===== config.mk =====
export PLATFORM = sky130hd
export DESIGN_NAME = fractran_program_store_flat
export DESIGN_NICKNAME = d
export VERILOG_FILES = /design/src/rtl/fractran_pkg.sv /design/src/rtl/fractran_program_store_if.sv /design/src/rtl/fractran_prog_mem.sv /design/src/rtl/fractran_program_store.sv /design/src/flat_wrapper.sv
export SDC_FILE = /design/constraint.sdc
export NUM_CORES = 1
export LEC_CHECK = 0
export ABC_AREA = 1
export CAP_MARGIN = 10
export CORE_UTILIZATION = 50
export CTS_CLUSTER_DIAMETER = 40
export DETAILED_ROUTE_END_ITERATION = 8
export HOLD_SLACK_MARGIN = 0.15
export PLACE_DENSITY_LB_ADDON = 0.3
export SETUP_SLACK_MARGIN = 0.2
export SYNTH_ARGS = -nofsm -noshare
export SYNTH_HDL_FRONTEND = slang
export SYNTH_SLANG_ARGS = --single-unit

===== constraint.sdc =====
create_clock -name clk -period 2.45 [get_ports clk]
set_input_delay 0.3675 -clock clk [delete_from_list [all_inputs] [get_ports clk]]
set_output_delay 0.3675 -clock clk [all_outputs]
set_load 0.02 [all_outputs]

===== src/rtl/fractran_pkg.sv =====
// Shared types and defaults for the Fractran program store.
package fractran_pkg;

  localparam int DEF_W         = 8;
  localparam int DEF_MAX_FRACS = 16;

  typedef enum logic [2:0] {
    LOAD_COUNT,
    LOAD_NUM,
    LOAD_DEN,
    READY,
    RUN,
    HALTED
  } state_t;

  typedef struct packed {
    logic [DEF_W-1:0] num;
    logic [DEF_W-1:0] den;
  } frac_t;

endpackage


===== src/rtl/fractran_program_store_if.sv =====
// Fraction handshake between the program store (master) and the Fractran core (slave).
interface fractran_program_store_if #(
  parameter int W     = 8,
  parameter int IDX_W = 4
);
  logic             frac_valid;
  logic             frac_ready;
  logic             frac_hit;
  logic [W-1:0]     frac_num;
  logic [W-1:0]     frac_den;
  logic [IDX_W-1:0] frac_idx;

  modport master (
    output frac_valid, frac_num, frac_den, frac_idx,
    input  frac_ready, frac_hit
  );

  modport slave (
    input  frac_valid, frac_num, frac_den, frac_idx,
    output frac_ready, frac_hit
  );
endinterface


===== src/rtl/fractran_prog_mem.sv =====
// Program register file: one synchronous write port, one combinational read port.
module fractran_prog_mem #(
  parameter int W         = 8,
  parameter int MAX_FRACS = 16,
  parameter int IDX_W     = $clog2(MAX_FRACS)
) (
  input  logic             clk,
  input  logic             we,
  input  logic [IDX_W-1:0] waddr,
  input  logic [W-1:0]     wnum,
  input  logic [W-1:0]     wden,
  input  logic [IDX_W-1:0] raddr,
  output logic [W-1:0]     num,
  output logic [W-1:0]     den
);

  logic [W-1:0] num_mem [MAX_FRACS];
  logic [W-1:0] den_mem [MAX_FRACS];

  // Write one whole fraction per enabled cycle.
  // NOTE: the array has no reset; contents only matter once a program is loaded.
  always_ff @(posedge clk) begin
    if (we) begin
      num_mem[waddr] <= wnum;
      den_mem[waddr] <= wden;
    end
  end

  assign num = num_mem[raddr];
  assign den = den_mem[raddr];

endmodule


===== src/rtl/fractran_program_store.sv =====
// Loads a Fractran program byte-serially, then feeds fractions to the core in scan order.
module fractran_program_store
  import fractran_pkg::*;
#(
  parameter int MAX_FRACS = DEF_MAX_FRACS,
  parameter int W         = DEF_W,
  localparam int IDX_W    = $clog2(MAX_FRACS)
) (
  input  logic                          clk,
  input  logic                          rst,
  input  logic                          en,
  input  logic                          load_valid,
  input  logic [7:0]                    load_data,
  input  logic                          start,
  fractran_program_store_if.master      fif,
  output logic [IDX_W:0]                count,
  output logic                          loaded,
  output logic                          halt,
  output logic                          err
);

  state_t           state_q, state_d;
  logic [IDX_W-1:0] widx_q;
  logic [IDX_W-1:0] idx_q;
  logic [IDX_W:0]   count_q;
  logic [W-1:0]     num_hold_q;
  logic             loaded_q, halt_q, err_q;

  logic count_ok, den_zero, widx_last, idx_last, handshake, mem_we;

  assign count_ok  = (load_data != 8'd0) && (int'(load_data) <= MAX_FRACS);
  assign den_zero  = (load_data == 8'd0);
  assign widx_last = ({1'b0, widx_q} == count_q - 1'b1);
  assign idx_last  = ({1'b0, idx_q} == count_q - 1'b1);
  assign handshake = en && (state_q == RUN) && fif.frac_ready;

  // Next-state decode and write strobe; every transition is qualified by en.
  // NOTE: defaults first so no path leaves a signal unassigned (no latches).
  always_comb begin
    state_d = state_q;
    mem_we  = 1'b0;
    if (en) begin
      unique case (state_q)
        LOAD_COUNT: if (load_valid && count_ok) state_d = LOAD_NUM;
        LOAD_NUM:   if (load_valid) state_d = LOAD_DEN;
        LOAD_DEN: begin
          if (load_valid) begin
            if (den_zero) begin
              state_d = LOAD_COUNT;
            end else begin
              mem_we  = 1'b1;
              state_d = widx_last ? READY : LOAD_NUM;
            end
          end
        end
        READY, HALTED: if (start) state_d = RUN;
        RUN: if (handshake && !fif.frac_hit && idx_last) state_d = HALTED;
        default: state_d = LOAD_COUNT;
      endcase
    end
  end

  // State register.
  // NOTE: sequential state uses non-blocking assignments so all flops update together.
  always_ff @(posedge clk) begin
    if (rst) state_q <= LOAD_COUNT;
    else     state_q <= state_d;
  end

  // Count, write index, scan index and status flags.
  always_ff @(posedge clk) begin
    if (rst) begin
      count_q    <= '0;
      widx_q     <= '0;
      idx_q      <= '0;
      num_hold_q <= '0;
      loaded_q   <= 1'b0;
      halt_q     <= 1'b0;
      err_q      <= 1'b0;
    end else if (en) begin
      unique case (state_q)
        LOAD_COUNT: begin
          if (load_valid) begin
            if (count_ok) begin
              count_q <= load_data[IDX_W:0];
              widx_q  <= '0;
              err_q   <= 1'b0;
            end else begin
              err_q   <= 1'b1;
            end
          end
        end
        LOAD_NUM: if (load_valid) num_hold_q <= load_data[W-1:0];
        LOAD_DEN: begin
          if (load_valid) begin
            if (den_zero) begin
              err_q    <= 1'b1;
              loaded_q <= 1'b0;
            end else if (widx_last) begin
              loaded_q <= 1'b1;
            end else begin
              widx_q   <= widx_q + 1'b1;
            end
          end
        end
        READY, HALTED: begin
          if (start) begin
            idx_q  <= '0;
            halt_q <= 1'b0;
          end
        end
        RUN: begin
          if (handshake) begin
            if (fif.frac_hit) idx_q  <= '0;
            else if (!idx_last) idx_q <= idx_q + 1'b1;
            else halt_q <= 1'b1;
          end
        end
        default: ;
      endcase
    end
  end

  fractran_prog_mem #(
    .W         (W),
    .MAX_FRACS (MAX_FRACS),
    .IDX_W     (IDX_W)
  ) u_mem (
    .clk   (clk),
    .we    (mem_we),
    .waddr (widx_q),
    .wnum  (num_hold_q),
    .wden  (load_data[W-1:0]),
    .raddr (idx_q),
    .num   (fif.frac_num),
    .den   (fif.frac_den)
  );

  assign fif.frac_valid = (state_q == RUN);
  assign fif.frac_idx   = idx_q;
  assign count          = count_q;
  assign loaded         = loaded_q;
  assign halt           = halt_q;
  assign err            = err_q;

endmodule

===== src/flat_wrapper.sv =====
// flat-port wrapper written by rule: the top's interface ports become plain ports
module fractran_program_store_flat import fractran_pkg::*;
#(
  parameter int MAX_FRACS = DEF_MAX_FRACS,
  parameter int W         = DEF_W,
  localparam int IDX_W    = $clog2(MAX_FRACS)
)
  (clk, rst, en, load_valid, load_data, start, count, loaded, halt, err, fif_frac_valid, fif_frac_num, fif_frac_den, fif_frac_idx, fif_frac_ready, fif_frac_hit);
  fractran_program_store_if #(.W(W)) fif_i ();
  input  logic clk;
  input  logic rst;
  input  logic en;
  input  logic load_valid;
  input  logic [7:0] load_data;
  input  logic start;
  output logic [IDX_W:0] count;
  output logic loaded;
  output logic halt;
  output logic err;
  output wire logic [$bits(fif_i.frac_valid)-1:0] fif_frac_valid;
  output wire logic [$bits(fif_i.frac_num)-1:0] fif_frac_num;
  output wire logic [$bits(fif_i.frac_den)-1:0] fif_frac_den;
  output wire logic [$bits(fif_i.frac_idx)-1:0] fif_frac_idx;
  input wire logic [$bits(fif_i.frac_ready)-1:0] fif_frac_ready;
  input wire logic [$bits(fif_i.frac_hit)-1:0] fif_frac_hit;
  assign fif_frac_valid = fif_i.frac_valid;
  assign fif_frac_num = fif_i.frac_num;
  assign fif_frac_den = fif_i.frac_den;
  assign fif_frac_idx = fif_i.frac_idx;
  assign fif_i.frac_ready = fif_frac_ready;
  assign fif_i.frac_hit = fif_frac_hit;
  fractran_program_store #(.MAX_FRACS(MAX_FRACS), .W(W)) u_core (.clk(clk), .rst(rst), .en(en), .load_valid(load_valid), .load_data(load_data), .start(start), .fif(fif_i), .count(count), .loaded(loaded), .halt(halt), .err(err));
endmodule

Word level (Yosys, flattened, before mapping) --
Memories as Yosys holds them, arrays and structs flattened. A register that Yosys moved wholly into a read port is not among the register bits. Cells that the tools add are included.
Storage, ports and cells: input bits 15, bits in writable memories 256, output and inout bits 29, register bits after elaboration 27, memories 2
Memories:
- u_core.u_mem.den_mem | words 16, width 8, read ports 1, clocked after memory_dff 1, wr ports 1, line fractran_prog_mem.sv:18 | logic [W-1:0] den_mem [MAX_FRACS];
- u_core.u_mem.num_mem | words 16, width 8, read ports 1, clocked after memory_dff 1, wr ports 1, line fractran_prog_mem.sv:17 | logic [W-1:0] num_mem [MAX_FRACS];
Operators by class: reduce and logical (&&, ||, !) cells 22, $lt $le $gt $ge 1, equality and inequality tests 21, $add $sub $neg 3, mux-type cells 41
Operators by type and width (count):
- $mux 4 | 13
- $mux 3 | 6
- $mux 1 | 16
- $pmux 4 s2 | 2
- $pmux 3 s5 | 1
- $ne 2x2->1 const B | 7
- $ne 2x1->1 const B | 6
- $reduce_and 6->1 | 2
- $eq 4x5->1 | 2
- $reduce_and 5->1 | 2
- $add 4x1->4 const B | 2
- $le 8x5->1 const B | 1
- $logic_not 8->1 | 1
- $reduce_and 4->1 | 2
- $reduce_bool 8->1 | 1
- $reduce_and 7->1 | 1
- $eq 3x2->1 const B | 2
- $eq 3x3->1 const B | 2
- $logic_and 1x1->1 | 6
- $reduce_bool 2->1 | 3
- $sub 5x1->5 const B | 1
- $pmux 1 s2 | 2
- $eq 3x1->1 const B | 1
- $logic_not 3->1 | 1
- other kinds (5) | 5

Depth between registers and ports, before layout --
Gate-level depths: netlist of the first run.
depth after elaboration 8, gate-level depth with buffers 15

Cells and area by module --
A second synthesis of the first run with hierarchy kept.
Second synthesis, totals: cells, all modules 1312, area total of the unflattened synthesis 12684.7 µm²
By module, submodules not included:
- fractran_prog_mem | cells each 1060, area each 11066.9 µm², seq. area each 7687.4 µm², instances 1
- fractran_program_store | cells each 252, area each 1617.8 µm², seq. area each 540.5 µm², instances 1

Least setup slack after synthesis of the first run --
No wires, ideal clock.
path kind reg-to-reg, from register u_core.state_q[0], to memory u_core.u_mem.den_mem[0][0] (enable), cell stages (with the launch flop) 9, setup time 0.388 ns, buffers on the path 1, period minus slack after synthesis 2.235 ns, data arrival time 1.846 ns, setup slack 0.215 ns, cells stage by stage dfxtp_1 buf_6 nor3_4 inv_2 nor2_2 inv_2 nor2_4 nand2_1 nor2_1
On the way: cells in the longest elaborated chain, start to end 5
RTL lines:
- from (decl) | line fractran_program_store.sv:22 | state_t state_q, state_d;
- from (signal assigned) | line fractran_program_store.sv:67 | else state_q <= state_d;
- $eq 3x2->1 | line fractran_program_store.sv:43 | unique case (state_q)
- $mux 1 | line fractran_program_store.sv:43
- $mux 1 | line fractran_program_store.sv:42 | if (en) begin
- $mux 1 | line fractran_prog_mem.sv:23 | if (we) begin
- $mux 1 (implied by the code) | line fractran_prog_mem.sv:25 | den_mem[waddr] <= wden;
- to (decl) | line fractran_prog_mem.sv:18
Every way passes these cells.

==> impl_metrics.env, run 1 <==
export IMPL_grt_first_pass_wirelength_um=45040
export IMPL_clk_pin_slew_ns=0.06
export IMPL_cts_tree="built"
export IMPL_areaGrowthSynthToFinish_pct=26.92
export IMPL_fin_cells=1420
export IMPL_violations="setup timing"
export IMPL_grt_overflow_total=0
export IMPL_antenna_left=0
export IMPL_grt_max_degree=65
export IMPL_first_pass_iters=5
export IMPL_outcome="complete, but fails checks"
export IMPL_max_freq_mhz=393.1
export IMPL_rsz0062_at_grt="yes"
export IMPL_total_power_mw=10.76
export IMPL_cp_max_fo=13
export IMPL_n_fill_cell=1677
export IMPL_relSlewSlack=0.4746
export IMPL_seq_area_um2=8318
export IMPL_cts_sinks=287
export IMPL_clk_path_buf_depth=3
export IMPL_period_share=1.038
export IMPL_initial_core_util=0.5104
export IMPL_fin_nets=1096
export IMPL_drv_cap=0
export IMPL_layout_common_cells="256 x edfxtp_1, 93 x inv_1, 80 x a21oi_1"
export IMPL_synthesis_area_um2=11980
export IMPL_wl_per_cell_um=21.20
export IMPL_io_pins=44
export IMPL_final_common_cell="edfxtp_1"
export IMPL_row_count=56
export IMPL_post_place_ws_ns=-0.02117
export IMPL_cts_root_buf="clkbuf_16"
export IMPL_period_minus_slack_ns=2.544
export IMPL_core_area_um2=23470
export IMPL_die_x_um=156.8
export IMPL_antennaDiodeCount=0
export IMPL_worst_slack_ns=-0.09417
export IMPL_synth_seq_area_share=0.6934
export IMPL_drt_wl_total_um=30100
export IMPL_cp_data_arrival_time_ns=2.18
export IMPL_grt_usage=0.2493
export IMPL_power_leakage_nw=5.250
export IMPL_hold_ws_ns=0.4717
export IMPL_avgSynthCellArea_um2=12.61
export IMPL_gp_congestion=0.9134
export IMPL_multiInputGateArea_um2=3199
export IMPL_htree_levels=2
export IMPL_finalSetupViolCount=12
export IMPL_num_vias=8045
export IMPL_antenna_found_initial=0
export IMPL_ys_ff_latch=287
export IMPL_ir_drop_v=0.0004065
export IMPL_dp_hpwl_um=17860
export IMPL_worst_setup_path_type="flip-flop to output pin"
export IMPL_drt_iter0_drc=967
export IMPL_drive_gt1_frac=0.2225
export IMPL_power_density_nw_per_um2=707.4
export IMPL_synth_cell_types=34
export IMPL_detail_route_vias_per_cell=5.665
export IMPL_drc=0
export IMPL_yosys_warnings=0
export IMPL_portBuffers=43
export IMPL_slew_viol_final=0
export IMPL_end_kind="output pin"
export IMPL_max_slew_worst_pin_slew_ns=0.7870
export IMPL_hold_buffers=0
export IMPL_grt_pass1_vias=7687
export IMPL_worstPathRequired_ns=2.08
export IMPL_hold_viol=0
export IMPL_worstHoldPathType="flip-flop to flip-flop"
export IMPL_place_inst=1331
export IMPL_finalClockSkew_ns=0.01359
export IMPL_cp_start_kind="flip-flop"
export IMPL_cts_buffers=35
export IMPL_clock_latency_ns=0.51
export IMPL_syn_inst=950
export IMPL_dieArea_um2=24590
export IMPL_die_y_um=156.8
export IMPL_syn_nets=971
[layer usage]
metal	vias to the layer above	wire, µm	GRT usage
li1	3708	-	-
met4	0	857	0.09851
met3	53	2388	0.04542
met1	3903	12590	0.3458
met5	-	0	0
met2	381	14270	0.3901
[power breakdown]
part / leakage (nW) / internal (mW) / switching, mW
logic: 2.08 / 0.0705 / 0.126
clock network: 0.586 / 3.25 / 2.00
registers: 2.59 / 5.30 / 0.0173
total: 5.25 / 8.62 / 2.14
[final timing paths]
check / startpoint / to / slack [ns] / depth (start not counted)
setup / recovery: flip-flop / fif_frac_den[5] / -0.09 / 7
hold / removal: u_core.loaded / u_core.loaded / 0.47 / 2
setup reg to reg: u_core.state_q[0] / u_core.u_mem.den_mem[10][4] / 0.37 / 8
hold reg to reg: u_core.loaded / u_core.loaded / 0.47 / 2
[synthesized netlist by cell type]
master / number / area (µm²)
clkbuf_1: 25 / 93.84
a21oi_2: 1 / 8.760
xnor2_1: 1 / 8.760
o21ai_0: 100 / 500.5
nor4_1: 2 / 12.51
o211ai_1: 64 / 480.5
edfxtp_1: 256 / 7687
o21ai_2: 1 / 8.760
inv_1: 93 / 349.1
nand3_2: 4 / 40.04
nor3_1: 2 / 10.01
ha_1: 6 / 75.07
nor3_4: 1 / 16.27
nor2_4: 1 / 11.26
xor2_1: 4 / 35.03
nor2_2: 6 / 37.54
mux2i_1: 64 / 640.6
nand3_1: 36 / 180.2
nor2_1: 40 / 150.1
clkinv_1: 1 / 3.750
inv_2: 12 / 45.04
nand4_1: 4 / 25.02
dfxtp_1: 31 / 620.6
or2_4: 1 / 8.760
a21oi_1: 88 / 440.4
nand2_2: 6 / 37.54
nor3b_1: 1 / 7.510
buf_4: 2 / 15.01
nand2_4: 2 / 22.52
buf_1: 3 / 11.26
buf_6: 4 / 45.04
o21ai_1: 4 / 20.02
buf_2: 14 / 70.07
nand2_1: 70 / 262.8
[what timing repair did]
item / CTS / global route
endpoints found under the setup margin: 17 / 16
cloned: 8 / 5
buffers inserted: 9 / 4
pin swaps: 22 / 19
resized for setup: 142 / 37
[state kept, by name, indices dropped and copies added (netlist names), 3 cells and up, named ones only]
signal,flops
u_core.count,5
u_core.fif.frac_idx,4
u_core.num_hold_q,8
u_core.state_q,3
u_core.u_mem.den_mem,128
u_core.u_mem.num_mem,128
u_core.widx_q,4
[layout make-up]
class	instances	share of cell area
Timing Repair Buffer	136	0.1105
Sequential cell	287	0.5470
Multi-Input combinational cell	509	0.2104
Inverter	106	0.02616
Tap cell	319	0.02625
Clock inverter	17	0.01111
Clock buffer	46	0.06862
[worst max-delay path, cell delays in order, from the launching register on]
cell and delay (ns):
dfxtp_4 0.43, buf_12 0.17, bufbuf_16 0.30, mux2i_1 0.08
o211ai_1 0.27, o211ai_1 0.18, nand2_1 0.10, buf_4 0.14
[kinds of logic after synthesis]
group                    Yosys count  share of synthesized area
flip-flops                       287                     0.6934
AO/OA/AOI/OAI                    258                     0.1218
AND/OR/NAND/NOR                  176                    0.06861
buffers and inverters            154                    0.05284
multiplexers                      64                    0.05347
adder cells (fa/ha/maj)            6                   0.006265
XOR/XNOR                           5                   0.003655
[per-stage QoR]
stage               TNS (ns)    util  cell area, µm²
floorplan                  0       -           11980
global placement     -0.1207  0.5682           13340
detailed placement   -0.2185  0.5682           13340
CTS                  -0.5816  0.6368           14950
global route          -1.846  0.6479           15210
finish               -0.4642  0.6479           15210
Note: power is estimated with default switching activity, not from simulation.
==> run 2: changes to the inputs <==
--- a/config.mk
+++ b/config.mk
@@ -16,3 +16,4 @@
 export SYNTH_ARGS = -nofsm -noshare
 export SYNTH_HDL_FRONTEND = slang
 export SYNTH_SLANG_ARGS = --single-unit
+export TNS_END_PERCENT = 50
==> constraint.sdc (replaced) <==
create_clock -name clk -period 2.22 [get_ports clk]
set_input_delay 0.333 -clock clk [delete_from_list [all_inputs] [get_ports clk]]
set_output_delay 0.333 -clock clk [all_outputs]
set_load 0.02 [all_outputs]
==> impl_metrics.env, run 2 (synthesized netlist as in run 1, its figures left out) <==
export IMPL_outcome="complete, but fails checks"
export IMPL_violations="setup timing"
export IMPL_clk_pin_slew_ns=0.06
export IMPL_tns_ns=-2.984
export IMPL_power_density_nw_per_um2=788.4
export IMPL_areaGrowthSynthToFinish_pct=29.20
export IMPL_max_freq_mhz=405.1
export IMPL_worstPathRequired_ns=1.89
export IMPL_rsz0062_at_grt="yes"
export IMPL_clock_latency_ns=0.52
export IMPL_top_regs="u_core.u_mem.den_mem (128), u_core.u_mem.num_mem (128), u_core.num_hold_q (8)"
export IMPL_finalSetupViolCount=16
export IMPL_antennaDiodeCount=0
export IMPL_num_vias=8195
export IMPL_p_int_mw=9.730
export IMPL_finish_utilization=0.6595
export IMPL_wl_per_cell_um=21.49
export IMPL_worst_setup_path_type="flip-flop to output pin"
export IMPL_die_x_um=156.8
export IMPL_end_kind="output pin"
export IMPL_clkPwrFrac=0.501
export IMPL_period_minus_slack_ns=2.469
export IMPL_slew_viol_final=0
export IMPL_period_share=1.112
export IMPL_max_slew_worst_pin_slew_ns=0.7655
export IMPL_met1_length_um=12330
export IMPL_grt_overflow_total=0
export IMPL_n_fill_cell=1623
export IMPL_cpMostUsedCell="buf_12"
export IMPL_fin_nets=1108
export IMPL_fin_cells=1435
export IMPL_relSlewSlack=0.4890
export IMPL_highest_layer="met4"
export IMPL_antenna_left=0
export IMPL_worstHoldPathCells=2
export IMPL_cp_start_kind="flip-flop"
export IMPL_io_pins=44
export IMPL_portBuffers=43
export IMPL_cts_tree="built"
export IMPL_critPathMaxStageDelay_ns=0.38
export IMPL_dieArea_um2=24590
export IMPL_first_pass_iters=5
export IMPL_worst_slack_ns=-0.2485
export IMPL_gp_congestion=0.9129
export IMPL_seq_area_um2=8322
export IMPL_seq_power_share=0.481
export IMPL_hold_viol=0
export IMPL_grt_usage=0.2541
export IMPL_drc=0
export IMPL_drv_cap=0
export IMPL_worstHoldPathType="flip-flop to flip-flop"
export IMPL_antenna_found_initial=0
export IMPL_fin_area_um2=15480
export IMPL_dp_hpwl_um=17970
export IMPL_min_from="u_core.halt"
export IMPL_row_count=56
export IMPL_cts_sinks=287
export IMPL_multiInputGateArea_um2=3298
export IMPL_core_area_um2=23470
export IMPL_layout_common_cells="256 x edfxtp_1, 93 x inv_1, 74 x a21oi_1"
export IMPL_switchingPower_mw=2.474
export IMPL_htree_levels=2
export IMPL_clk_path_buf_depth=3
export IMPL_drive_gt1_frac=0.2545
export IMPL_cp_max_fo=18
export IMPL_crit_chain="buf_12 > buf_12 > buf_16 > a21oi_1 > o21ai_2 > o21ai_1 > o211ai_1 > nand2_1 > buf_6"
export IMPL_detail_route_vias_per_cell=5.711
export IMPL_reg2reg_depth=9
export IMPL_cpMaxStageDelayCell="dfxtp_4"
export IMPL_power_share_switching=0.2027
export IMPL_hold_ws_ns=0.4715
export IMPL_dpl_cell_area_um2=13490
export IMPL_wl_met2_um=15560
export IMPL_final_common_cell="edfxtp_1"
export IMPL_grt_first_pass_wirelength_um=45850
export IMPL_cts_buffers=37
export IMPL_drt_iter0_drc=610
export IMPL_rr_startpoint="u_core.state_q[1]"
export IMPL_power_leakage_nw=5.392
export IMPL_place_inst=1345
export IMPL_cts_root_buf="clkbuf_16"
export IMPL_cp_data_arrival_time_ns=2.14
export IMPL_power_frac_comb=0.018
export IMPL_die_y_um=156.8
export IMPL_drt_wl_total_um=30830
export IMPL_grt_max_degree=28
export IMPL_ir_drop_v=0.0005175
export IMPL_wl_met3_um=2215
export IMPL_initial_core_util=0.5104
export IMPL_grt_pass1_vias=7977
export IMPL_finalClockSkew_ns=0.01882
run 2: power groups by stage:
stage,Clock [mW],Combinational [mW],Sequential [mW]
finish,6.11,0.225,5.87
global route,6.35,0.245,5.87
CTS,6.16,0.220,5.87
detailed placement,0,0.216,5.98
global placement,0,0.214,5.98
floorplan,0,0.0795,5.98
run 2: final timing paths:
check,endpoint,slack [ns]
max,fif_frac_num[3],-0.25
min,u_core.halt,0.47
max reg2reg,u_core.u_mem.num_mem[3][7],0.31
min reg2reg,u_core.halt,0.47
run 2: critical path: cells and delay by family (launching register included):
kind,cells,cell delay (ns)
AND/OR/NAND/NOR,1,0.11
flip-flops,1,0.38
AO/OA/AOI/OAI,4,0.57
buffers and inverters,4,0.55
run 2: metrics by stage:
step | setup slack [ns] | total power, mW
after global placement | -0.1375 | 6.196
after floorplan | -0.01478 | 6.059
after global routing | -0.3164 | 12.46
after detailed placement | -0.1567 | 6.199
after CTS | -0.2089 | 12.25
final | -0.2485 | 12.20
run 2: metal layers:
layer | global-route usage | vias to the layer above
met1 | 0.3291 | 4007
met4 | 0.08310 | 0
met2 | 0.4417 | 384
met3 | 0.03323 | 53
li1 | - | 3751
met5 | 0 | -
run 2: timing repair:
item,in CTS,in global routing
cloned,6,4
endpoints found under the setup margin,18,114
setup buffers,12,0
pin swaps,20,41
hold endpoints to repair,0,0
resized for setup,127,96
hold buffers,0,0
run 2: cell type report:
class / instances / area share
clock inverter: 26 / 0.01859
inverter: 106 / 0.02570
clock buffer: 42 / 0.06507
multi-input combinational: 509 / 0.2131
tap: 319 / 0.02578
timing repair buffer: 146 / 0.1142
sequential: 287 / 0.5376
==> run 3: changes to the inputs <==
--- a/config.mk
+++ b/config.mk
@@ -8,7 +8,7 @@
 export ABC_AREA = 1
 export CAP_MARGIN = 10
 export CORE_UTILIZATION = 50
-export CTS_CLUSTER_DIAMETER = 40
+export CTS_CLUSTER_DIAMETER = 50
 export DETAILED_ROUTE_END_ITERATION = 8
 export HOLD_SLACK_MARGIN = 0.15
 export PLACE_DENSITY_LB_ADDON = 0.3
==> impl_metrics.env, run 3 (synthesized netlist as in run 1, its figures left out) <==
export IMPL_cts_tree="built"
export IMPL_period_minus_slack_ns=2.504
export IMPL_hold_viol=0
export IMPL_detail_route_vias_per_cell=5.576
export IMPL_ir_drop_v=0.0005645
export IMPL_total_power_mw=11.50
export IMPL_antenna_left=0
export IMPL_grt_overflow_total=0
export IMPL_cts_sinks=287
export IMPL_worst_slack_ns=-0.2838
export IMPL_cts_buffers=30
export IMPL_rsz0062_at_grt="yes"
export IMPL_cp_data_arrival_time_ns=2.17
export IMPL_max_slew_worst_pin_slew_ns=0.7758
export IMPL_finalSetupViolCount=16
export IMPL_initial_core_util=0.5104
export IMPL_hold_ws_ns=0.4719
export IMPL_cp_start_kind="flip-flop"
export IMPL_top_regs="u_core.u_mem.den_mem (128), u_core.u_mem.num_mem (128), u_core.num_hold_q (8)"
export IMPL_wl_per_cell_um=20.64
export IMPL_end_kind="output pin"
export IMPL_finalClockSkew_ns=0.01426
export IMPL_drc=0
export IMPL_drt_iter0_drc=711
export IMPL_final_common_cell="edfxtp_1"
export IMPL_grt_max_degree=28
export IMPL_fin_cells=1419
export IMPL_die_x_um=156.8
export IMPL_worstHoldPathType="flip-flop to flip-flop"
export IMPL_gp_congestion=0.9129
export IMPL_hold_buffers=0
export IMPL_fin_nets=1097
export IMPL_tns_ns=-3.311
export IMPL_dieArea_um2=24590
export IMPL_drt_wl_total_um=29280
export IMPL_clock_latency_ns=0.55
export IMPL_power_leakage_nw=5.213
export IMPL_worstPathRequired_ns=1.89
export IMPL_cp_max_fo=7
export IMPL_core_area_um2=23470
export IMPL_antennaDiodeCount=0
export IMPL_row_count=56
export IMPL_worst_setup_path_type="flip-flop to output pin"
export IMPL_violations="setup timing"
export IMPL_outcome="complete, but fails checks"
export IMPL_io_pins=44
export IMPL_first_pass_iters=5
export IMPL_place_inst=1345
export IMPL_areaGrowthSynthToFinish_pct=25.49
export IMPL_htree_levels=1
export IMPL_grt_pass1_vias=7850
export IMPL_num_vias=7912
export IMPL_layout_common_cells="256 x edfxtp_1, 93 x inv_1, 81 x a21oi_1"
export IMPL_clk_path_buf_depth=3
export IMPL_drv_cap=0
export IMPL_clk_pin_slew_ns=0.06
export IMPL_die_y_um=156.8
export IMPL_relSlewSlack=0.4821
export IMPL_dp_hpwl_um=17970
export IMPL_cts_root_buf="clkbuf_16"
export IMPL_grt_first_pass_wirelength_um=45130
export IMPL_grt_usage=0.2481
export IMPL_power_density_nw_per_um2=764.6
export IMPL_drive_gt1_frac=0.2300
export IMPL_portBuffers=43
export IMPL_antenna_found_initial=0
export IMPL_period_share=1.128
export IMPL_slew_viol_final=0
export IMPL_max_freq_mhz=399.4
## run 3: cell types whose count changed in the layout (fill, tap and decap cells not counted), moves of 4 or more
cell | previous run | this run
o21ai_0 | 49 | 70
o21ai_1 | 44 | 27
buf_4 | 58 | 73
buf_6 | 22 | 12
clkbuf_16 | 42 | 32
a21oi_1 | 74 | 81
buf_12 | 27 | 20
a21oi_2 | 12 | 8
clkbuf_1 | 1 | 5
clkinv_4 | 6 | 2
## run 3: through the flow
| stage | area, µm² | setup WS, ns | util |
|---|---|---|---|
| 2_1_floorplan | 11980 | -0.01478 | - |
| 3_3_place_gp | 13490 | -0.1375 | 0.5748 |
| 3_5_place_dp | 13490 | -0.1567 | 0.5748 |
| 4_1_cts | 14880 | -0.2938 | 0.6339 |
| 5_1_grt | 15040 | -0.3674 | 0.6406 |
| 6_report | 15040 | -0.2838 | 0.6406 |
## run 3: what timing repair did
action,in CTS,in global routing
setup endpoints to repair,19,116
buffers inserted,10,2
pin swaps,15,15
hold endpoints to repair,0,0
gates resized for setup,123,52
cloned,6,0
## run 3: critical path, stage by stage (launching register included)
cell and delay [ns]:
dfxtp_4 0.38, buf_4 0.15, buf_12 0.14, buf_4 0.15, mux2i_1 0.12, o211ai_1 0.31, nand3_1 0.14, nand2_2 0.11
buf_6 0.12
## run 3: layout make-up
class	instances	area [µm²]
clock inverters	14	205.2
well taps	319	399.1
fillers	1697	8437
multi-input cells	509	3241
flip-flops and latches	287	8322
repair buffers	142	1583
clock buffers	42	888.4
inverters	106	397.9
## run 3: routing by layer
metal	GRT usage	part of all wire	up-vias
met5	0	0	-
met4	0.08497	0.029	0
met3	0.03683	0.069	62
met2	0.4248	0.50	321
met1	0.3226	0.40	3820
li1	-	-	3709
## run 3: path summary, 6_finish.rpt
kind | startpoint | slack [ns] | depth (start not counted) | endpoint
worst max register to register | u_core.state_q[1] | 0.30 | 9 | u_core.u_mem.num_mem[7][7]
worst max-delay path | flip-flop | -0.28 | 8 | fif_frac_den[4]
worst min register to register | u_core.halt | 0.47 | 2 | u_core.halt
worst min-delay path | u_core.halt | 0.47 | 2 | u_core.halt
## run 3: power by group
part           total (mW)  internal (mW)  leakage [nW]  switching, mW
Combinational       0.223         0.0817          2.09          0.141
Clock                5.41           3.29         0.534           2.12
Sequential           5.87           5.85          2.59         0.0183
